===== src/rtl/instruction_fetch_unit.sv =====
// Instruction fetch: PC sequencer, single-outstanding memory read, and decode FIFO with redirect/flush.
// Optional feature (macro IFU_STALL_COUNT_EN): saturating request-stall counter output.
module instruction_fetch_unit #(
  parameter int ADDR_W   = 16,
  parameter int DATA_W   = 32,
  parameter int PC_INC   = 4,
  parameter int RESET_PC = 0,
  parameter int DEPTH    = 4
) (
  input  logic              clk,
  input  logic              reset,
  input  logic              start,
  input  logic              redirect_valid,
  input  logic [ADDR_W-1:0] redirect_addr,
  output logic              mem_req_valid,
  input  logic              mem_req_ready,
  output logic [ADDR_W-1:0] mem_req_addr,
  input  logic              mem_rsp_valid,
  input  logic [DATA_W-1:0] mem_rsp_data,
  output logic              inst_valid,
  input  logic              inst_ready,
  output logic [DATA_W-1:0] inst_data,
  output logic [ADDR_W-1:0] inst_pc,
  output logic              busy
`ifdef IFU_STALL_COUNT_EN
  ,
  output logic [15:0]       stall_count
`endif
);

  localparam int PTR_W = $clog2(DEPTH);
  localparam int CNT_W = PTR_W + 1;
  localparam logic [CNT_W-1:0]  DEPTH_C    = CNT_W'(DEPTH);
  localparam logic [ADDR_W-1:0] INC_C      = ADDR_W'(PC_INC);
  localparam logic [ADDR_W-1:0] RESET_PC_C = ADDR_W'(RESET_PC);

  typedef enum logic [1:0] {
    S_IDLE  = 2'd0,
    S_REQ   = 2'd1,
    S_WAIT  = 2'd2,
    S_DRAIN = 2'd3
  } state_t;

  state_t                   state_r;
  state_t                   next_state_s;
  logic [ADDR_W-1:0]        pc_r;
  logic [ADDR_W-1:0]        req_pc_r;
  logic                     req_valid_r;
  logic                     inst_valid_r;
  logic                     busy_r;
  logic [DATA_W+ADDR_W-1:0] fifo_r [DEPTH];
  logic [PTR_W-1:0]         wr_ptr_r;
  logic [PTR_W-1:0]         rd_ptr_r;
  logic [CNT_W-1:0]         count_r;
  logic [CNT_W-1:0]         count_next_s;
  logic                     handshake_s;
  logic                     push_s;
  logic                     pop_s;
  logic                     slot_free_s;

  // A redirect both flushes the FIFO and kills any write or pop in the same cycle.
  assign handshake_s = req_valid_r & mem_req_ready;
  assign push_s      = (state_r == S_WAIT) & mem_rsp_valid & ~redirect_valid;
  assign pop_s       = inst_valid_r & inst_ready & ~redirect_valid;
  assign slot_free_s = start & (count_next_s < DEPTH_C);

  // Occupancy after this cycle's push/pop/flush; drives the request credit check.
  always_comb begin
    count_next_s = count_r;
    if (redirect_valid) begin
      count_next_s = {CNT_W{1'b0}};
    end else begin
      count_next_s = count_r + CNT_W'(push_s) - CNT_W'(pop_s);
    end
  end

  // Next-state selection; redirect has priority over every normal transition.
  always_comb begin
    next_state_s = state_r;
    if (redirect_valid) begin
      case (state_r)
        S_IDLE:          next_state_s = start ? S_REQ : S_IDLE;
        S_REQ:           next_state_s = mem_req_ready ? S_DRAIN : S_REQ;
        S_WAIT, S_DRAIN: next_state_s = mem_rsp_valid ? (start ? S_REQ : S_IDLE) : S_DRAIN;
        default:         next_state_s = S_IDLE;
      endcase
    end else begin
      case (state_r)
        S_IDLE:          next_state_s = slot_free_s ? S_REQ : S_IDLE;
        S_REQ:           next_state_s = mem_req_ready ? S_WAIT : S_REQ;
        S_WAIT, S_DRAIN: next_state_s = mem_rsp_valid ? (slot_free_s ? S_REQ : S_IDLE) : state_r;
        default:         next_state_s = S_IDLE;
      endcase
    end
  end

  // FSM state, PC, and registered request/busy outputs.
  always_ff @(posedge clk or negedge reset) begin
    if (!reset) begin
      state_r     <= S_IDLE;
      pc_r        <= RESET_PC_C;
      req_pc_r    <= {ADDR_W{1'b0}};
      req_valid_r <= 1'b0;
      busy_r      <= 1'b0;
    end else begin
      state_r     <= next_state_s;
      req_valid_r <= (next_state_s == S_REQ);
      busy_r      <= (next_state_s == S_WAIT) | (next_state_s == S_DRAIN) |
                     (count_next_s != {CNT_W{1'b0}});
      if (redirect_valid) begin
        pc_r <= redirect_addr;
      end else if (handshake_s) begin
        req_pc_r <= pc_r;
        pc_r     <= pc_r + INC_C;
      end
    end
  end

  // Instruction FIFO storage and pointers.
  always_ff @(posedge clk or negedge reset) begin
    if (!reset) begin
      wr_ptr_r     <= {PTR_W{1'b0}};
      rd_ptr_r     <= {PTR_W{1'b0}};
      count_r      <= {CNT_W{1'b0}};
      inst_valid_r <= 1'b0;
      for (int i = 0; i < DEPTH; i++) begin
        fifo_r[i] <= {(DATA_W+ADDR_W){1'b0}};
      end
    end else begin
      count_r      <= count_next_s;
      inst_valid_r <= (count_next_s != {CNT_W{1'b0}});
      if (redirect_valid) begin
        wr_ptr_r <= {PTR_W{1'b0}};
        rd_ptr_r <= {PTR_W{1'b0}};
      end else begin
        if (push_s) begin
          fifo_r[wr_ptr_r] <= {mem_rsp_data, req_pc_r};
          wr_ptr_r         <= wr_ptr_r + PTR_W'(1'b1);
        end
        if (pop_s) begin
          rd_ptr_r <= rd_ptr_r + PTR_W'(1'b1);
        end
      end
    end
  end

  assign mem_req_valid          = req_valid_r;
  assign mem_req_addr           = pc_r;
  assign inst_valid             = inst_valid_r;
  assign {inst_data, inst_pc}   = fifo_r[rd_ptr_r];
  assign busy                   = busy_r;

`ifdef IFU_STALL_COUNT_EN
  logic [15:0] stall_r;

  // Saturating count of cycles where a request waits for the memory.
  always_ff @(posedge clk or negedge reset) begin
    if (!reset) begin
      stall_r <= 16'h0000;
    end else if (redirect_valid) begin
      stall_r <= 16'h0000;
    end else if (req_valid_r && !mem_req_ready && (stall_r != 16'hFFFF)) begin
      stall_r <= stall_r + 16'd1;
    end
  end

  assign stall_count = stall_r;
`endif

endmodule


===== config.mk =====
export PLATFORM = sky130hd
export DESIGN_NAME = instruction_fetch_unit
export DESIGN_NICKNAME = d
export VERILOG_FILES = /design/src/rtl/instruction_fetch_unit.sv
export SDC_FILE = /design/constraint.sdc
export NUM_CORES = 1
export LEC_CHECK = 0
export CORE_MARGIN = 8
export CORE_UTILIZATION = 50
export CTS_BUF_LIST = sky130_fd_sc_hd__clkbuf_8
export DETAILED_ROUTE_END_ITERATION = 8
export PLACE_DENSITY_LB_ADDON = 0.1
export SYNTH_ARGS = -nofsm -noshare
export SYNTH_HDL_FRONTEND = slang
export SYNTH_SLANG_ARGS = --single-unit

===== constraint.sdc =====
create_clock -name clk -period 3.54 [get_ports clk]
set_input_delay 0.708 -clock clk [delete_from_list [all_inputs] [get_ports clk]]
set_output_delay 0.708 -clock clk [all_outputs]
set_load 0.01 [all_outputs]

## After elaboration in Yosys (flattened, before gate mapping)

Index checks and enable logic that the tools add are counted.

| storage, ports and cells | value |
|---|---|
| input port bits | 55 |
| register bits | 236 |
| output and inout port bits | 67 |
| logic and storage cells | 70 |

| cells by class | value |
|---|---|
| add/subtract/negate cells | 5 |
| eq/ne operators | 6 |
| bitwise logic cells | 11 |
| order comparisons | 4 |
| reductions and logical operators | 9 |
| multiplexer cells | 22 |

Operators with widths:

| kind | number |
|---|---|
| 192-bit bitwise mux | 1 |
| 48-bit two-way mux | 3 |
| 48-bit binary-select mux with 2-bit select | 1 |
| 48-bit demux with 2-bit select | 1 |
| 16-bit two-way mux | 2 |
| 2-bit two-way mux | 9 |
| 16-bit by 3-bit adder with 16-bit output (second input constant) | 1 |
| 2-bit one-hot mux with 3 select lines | 2 |
| 2-bit equality test (second input constant) | 4 |
| 1-bit bitwise AND | 6 |
| 3-bit >= comparator (second input constant) | 2 |
| 2-bit NOT with 3-bit output | 2 |
| 2-bit nonzero test | 3 |
| 2-bit by 1-bit adder with 2-bit output (second input constant) | 2 |
| 2-bit by 1-bit equality test with 1-bit output (second input constant) | 2 |
| 2-bit AND reduction | 2 |
| 3-bit by 1-bit adder with 3-bit output | 1 |
| 3-bit by 1-bit < comparator with 1-bit output (second input constant) | 1 |
| 3-bit < comparator (second input constant) | 1 |
| 3-bit two-way mux | 1 |
| 3-bit nonzero test | 1 |
| 3-bit by 1-bit subtractor with 3-bit output | 1 |
| 2-bit zero test | 1 |
| 1-bit two-way mux | 2 |
| 4 further kinds | 5 |

## Longest topological paths before layout

| depth | value |
|---|---|
| depth in word-level cells | 15 |
| gate-level depth with buffers | 12 |
| gate-level depth less buffers | 12 |

## Worst setup path after synthesis

No wires, ideal clock.

| timing | value |
|---|---|
| kind | input to register |
| start | input redirect_valid |
| end | register busy_r (netlist: busy) |
| setup slack | 0.431 ns |
| setup time | 0.124 ns |
| arrival time | 2.985 ns |
| stages | 12 |
| buffers on the path | 2 |
| data required time | 3.416 ns |
| path through | buf_2 > buf_1 > nor2_1 > ha_1 > inv_1 > ha_1 > inv_1 > fa_1 > xor3_1 > and2_4 > or3_4 > or2_1 |

| between the ends | value |
|---|---|
| cells in the longest elaborated chain, start to end | 14 |
| elaborated cells on any way between the ends | 17 |
| those cells by class | add/sub: 2; order compare: 1; eq/ne: 2; mux: 5; bitwise: 6; reduce/logical: 1 |

Ends and longest elaborated chain:

| element | line | text |
|---|---|---|
| start, declared | 13 | `input logic redirect_valid,` |
| 1-bit NOT (no source line) | - |  |
| 1-bit bitwise AND | 63 | `assign push_s = (state_r == S_WAIT) & mem_rsp_valid & ~redirect_valid;` |
| 3-bit by 1-bit adder with 3-bit output | 73 | `count_next_s = count_r + CNT_W'(push_s) - CNT_W'(pop_s);` |
| 3-bit by 1-bit subtractor with 3-bit output | 73 |  |
| 3-bit two-way mux (*) | 70 | `if (redirect_valid) begin` |
| net count_next_s[2] | 55 | `logic [CNT_W-1:0] count_next_s;` |
| 3-bit < comparator | 65 | `assign slot_free_s = start & (count_next_s < DEPTH_C);` |
| 1-bit bitwise AND | 65 |  |
| 1-bit two-way mux | 89, 91 |  |
| 2-bit two-way mux | 91 | `S_WAIT, S_DRAIN: next_state_s = mem_rsp_valid ? (slot_free_s ? S_REQ : S_IDLE) : state_r;` |
| 2-bit one-hot mux with 3 select lines | 88 | `case (state_r)` |
| 2-bit two-way mux | 80 | `if (redirect_valid) begin` |
| 2-bit equality test | 108 | `busy_r <= (next_state_s == S_WAIT) \| (next_state_s == S_DRAIN) \|` |
| 1-bit bitwise OR | 108 |  |
| 1-bit bitwise OR (*) | 108 |  |
| end signal, assigned | 108 |  |
| end, declared | 50 | `logic busy_r;` |

Mark *: on every way through the listed nets, which the timed path passes. The rest lies on a longest branch.
A chain may end at the register's enable or synchronous reset.

## Worst setup path in the final report

| timing | value |
|---|---|
| start | register rd_ptr_r[0] |
| end | output inst_pc[1] |

| between the ends | value |
|---|---|
| cells in the longest elaborated chain, start to end | 4 |

Ends and longest elaborated chain:

| element | line | text |
|---|---|---|
| start, declared | 53 | `logic [PTR_W-1:0] rd_ptr_r;` |
| start signal, assigned | 123 | `rd_ptr_r <= {PTR_W{1'b0}};` |
| start signal, assigned | 134 | `rd_ptr_r <= {PTR_W{1'b0}};` |
| start signal, assigned | 141 | `rd_ptr_r <= rd_ptr_r + PTR_W'(1'b1);` |
| 2-bit NOT with 3-bit output (implied by the code) | 150 | `assign {inst_data, inst_pc} = fifo_r[rd_ptr_r];` |
| 48-bit binary-select mux with 2-bit select | 150 |  |
| 48-bit two-way mux (implied by the code) (2 in series) | 150 |  |
| end, declared | 23 | `output logic [ADDR_W-1:0] inst_pc,` |

No other way between the ends. The select of a mux whose other input is x is not followed.

==> flow_summary.ini <==
[timing]
min_period_over_period_pct = 91.6
fin_skew_ns = 0.0231
slew_violations = 0
clock.fmax_mhz = 308
relSlewSlack_pct = 52.7
rsz0062_at_grt = false
layout_min_cycle_time_ns = 3.24
holdWs_ns = 0.186
fin_ws_ns = 0.297
finalSetupTns_ns = 0
tightest_slew_ns = 0.709
finalSetupViolCount = 0
hold_viol = 0

[logic_synthesis]
netlist_instances = 654
synth_top_flop_cell = dfrtp_1
ys.warnings.count = 0
synth_area_per_cell_um2 = 15.8
synthDistinctLibCells = 35
synth_top_area_share_pct = 57.1
synth_seq_cells = 236
syn_nets = 717
synth_edf_count = 0
synth-seq-area-share_pct = 57.1
async_flop_share_pct = 100
ys_top_cells_by_area = dfrtp_1 57%, mux2_2 22%, mux4_2 10%
synth_top_cell_by_area = dfrtp_1
synth_area_um2 = 10300

[outcome]
run_status = completed

[clock_tree]
root_buffer = clkbuf_8
clock_path_buffers = 3
cts_setup_buffers = 0
postCtsHoldBufs = 0
numCtsBuffers = 41
clk_pin_slew_ns = 0.06
ctsHtreeMaxLevel = 2
cts_tree = yes
ctsResizeCount = 0
clkSinkCount = 236
clkLatencyLatePin_ns = 0.53

[route]
firstDrtPassIters = 4
vias_per_cell = 5.47
wl_per_cell_um = 20.3
drt_iter0_markers = 141
drc = 0
vias = 5968
ant_nets = 0
totalWireLength_um = 22200

[placement]
routabilityCongestion = 0.796
placed_cell_area_um2 = 11900
port_buffers = 121
place_hpwl_um = 14300
post-place-ws_ns = -0.0159
dp_cells = 1024

[worst_setup_path]
cpPeakStageDelay_ns = 0.62
arrival_ns = 2.54
worstPathCellList = buf_4, mux4_2, clkdlybuf4s50_1
crit_fanout = 15
cp-end-kind = output port
critPathLaunchType = flop
worst-setup-path-type = reg -> out
critPathRequiredTime_ns = 2.83
cp_slowest_cell = dfrtp_4

[grt]
grt_pass1_wl_um = 36200
grt_pass1_vias = 6903
grt_max_degree = 93
antenna_found_initial = 0
grt_overflow_total = 0
grt_use_total_pct = 17.6

[die]
ioPinCount = 122
core-area_um2 = 20300
rows = 52
die-area_um2 = 25500
die_h_um = 160
dieWidth_um = 160
initial_utilization_pct = 50.9

[finish]
seqCellArea_um2 = 5910
fillers = 1518
area_delta_synth_final_pct = 22.7
mostFrequentLayoutCells = 234 x dfrtp_1, 204 x mux2_2, 120 x clkdlybuf4s50_1
drive_gt1_share_pct = 40.8
final_nets = 860
antennaDiodeCount = 0
final_cell_count_no_fill = 1091
design_area_um2 = 12700
multi_input_comb_area_um2 = 4170
final_common_cell = dfrtp_1

[run]
drv_cap = 0

[power]
powerDensity_nw_per_um2 = 652
leakage_nw = 5.89
irDropWorstVdd_mv = 0.295

[hold_path]
hold_path.class = in -> async
synthesized netlist by cell type (7+ instances only):
library cell / number
buf_2: 17
buf_6: 8
dfrtp_1: 236
ha_1: 7
inv_1: 10
mux2_2: 204
mux4_2: 48
nand2_1: 27
nor2_1: 9
o21ai_0: 18
xnor2_1: 9
layout make-up:
class / instances / share of cell area [%]
flip-flops and latches: 236 / 46.6
multi-input cells: 371 / 32.9
repair buffers: 137 / 11.2
clock buffers: 55 / 5.97
well taps: 270 / 2.66
clock inverters: 12 / 0.385
inverters: 10 / 0.296
path summary, 6_finish.rpt:
kind,from,end,slack (ns),cells past startpoint
min in group clk,fifo_r[84]$_DFFE_PN0P_,fifo_r[84]$_DFFE_PN0P_,0.50,1
max in group asynchronous,reset,req_pc_r[14]$_DFFE_PN0P_,2.46,2
worst max register to register,state_r[1]$_DFF_PN0_,busy$_DFF_PN0_,0.81,12
worst max-delay path,rd_ptr_r[0]$_DFFE_PN0P_,inst_pc[1],0.30,3
worst min register to register,fifo_r[84]$_DFFE_PN0P_,fifo_r[84]$_DFFE_PN0P_,0.50,1
worst min-delay path,reset,fifo_r[121]$_DFFE_PN0P_,0.19,1
report_power, final:
group          internal, mW  total [mW]  switching, mW
Clock                  1.37        2.38           1.01
Sequential             3.25        3.66          0.410
Combinational          1.42        2.24          0.814
stage by stage:
stage | utilization [%] | power [mW]
finish | 62.5 | 8.27
global route | 62.5 | 8.74
CTS | 62.5 | 8.42
detailed placement | 58.5 | 5.99
global placement | 58.5 | 5.86
floorplan | - | 4.82
cell families (layout without fill, tap and decap cells):
logic type                 Yosys count  count (layout)  synth area share, %
AOI/OAI and AO/OA                   22              22                 1.14
xor gates and xnor gates            16              16                 1.50
adders and majority gates            8               8                 1.04
buffers and inverters               47             214                 2.64
DFF                                236             236                 57.1
muxes                              259             259                 33.4
and+or+nand+nor                     66              66                 3.18
state kept, by name, indices dropped and copies added, names as in the netlist:
signal,count
fifo_r,192
inst_valid,1
count_r,3
mem_req_addr,16
mem_req_valid,1
rd_ptr_r,2
busy,1
wr_ptr_r,2
req_pc_r,16
state_r,2
layer usage:
| layer | wire length [µm] | GRT usage, % | vias up |
|---|---|---|---|
| met5 | 0 | 0 | - |
| li1 | - | - | 2684 |
| met4 | 311 | 4.80 | 0 |
| met2 | 11400 | 30.8 | 124 |
| met3 | 1000 | 4.60 | 26 |
| met1 | 9430 | 21.1 | 3134 |
critical path: cells and delay by family (launching register included):
| family | cells | cell delay (ns) |
|---|---|---|
| multiplexers | 1 | 0.55 |
| buffers and inverters | 2 | 0.83 |
| flip-flops | 1 | 0.62 |
No activity file was read; power rests on OpenSTA's default activity.
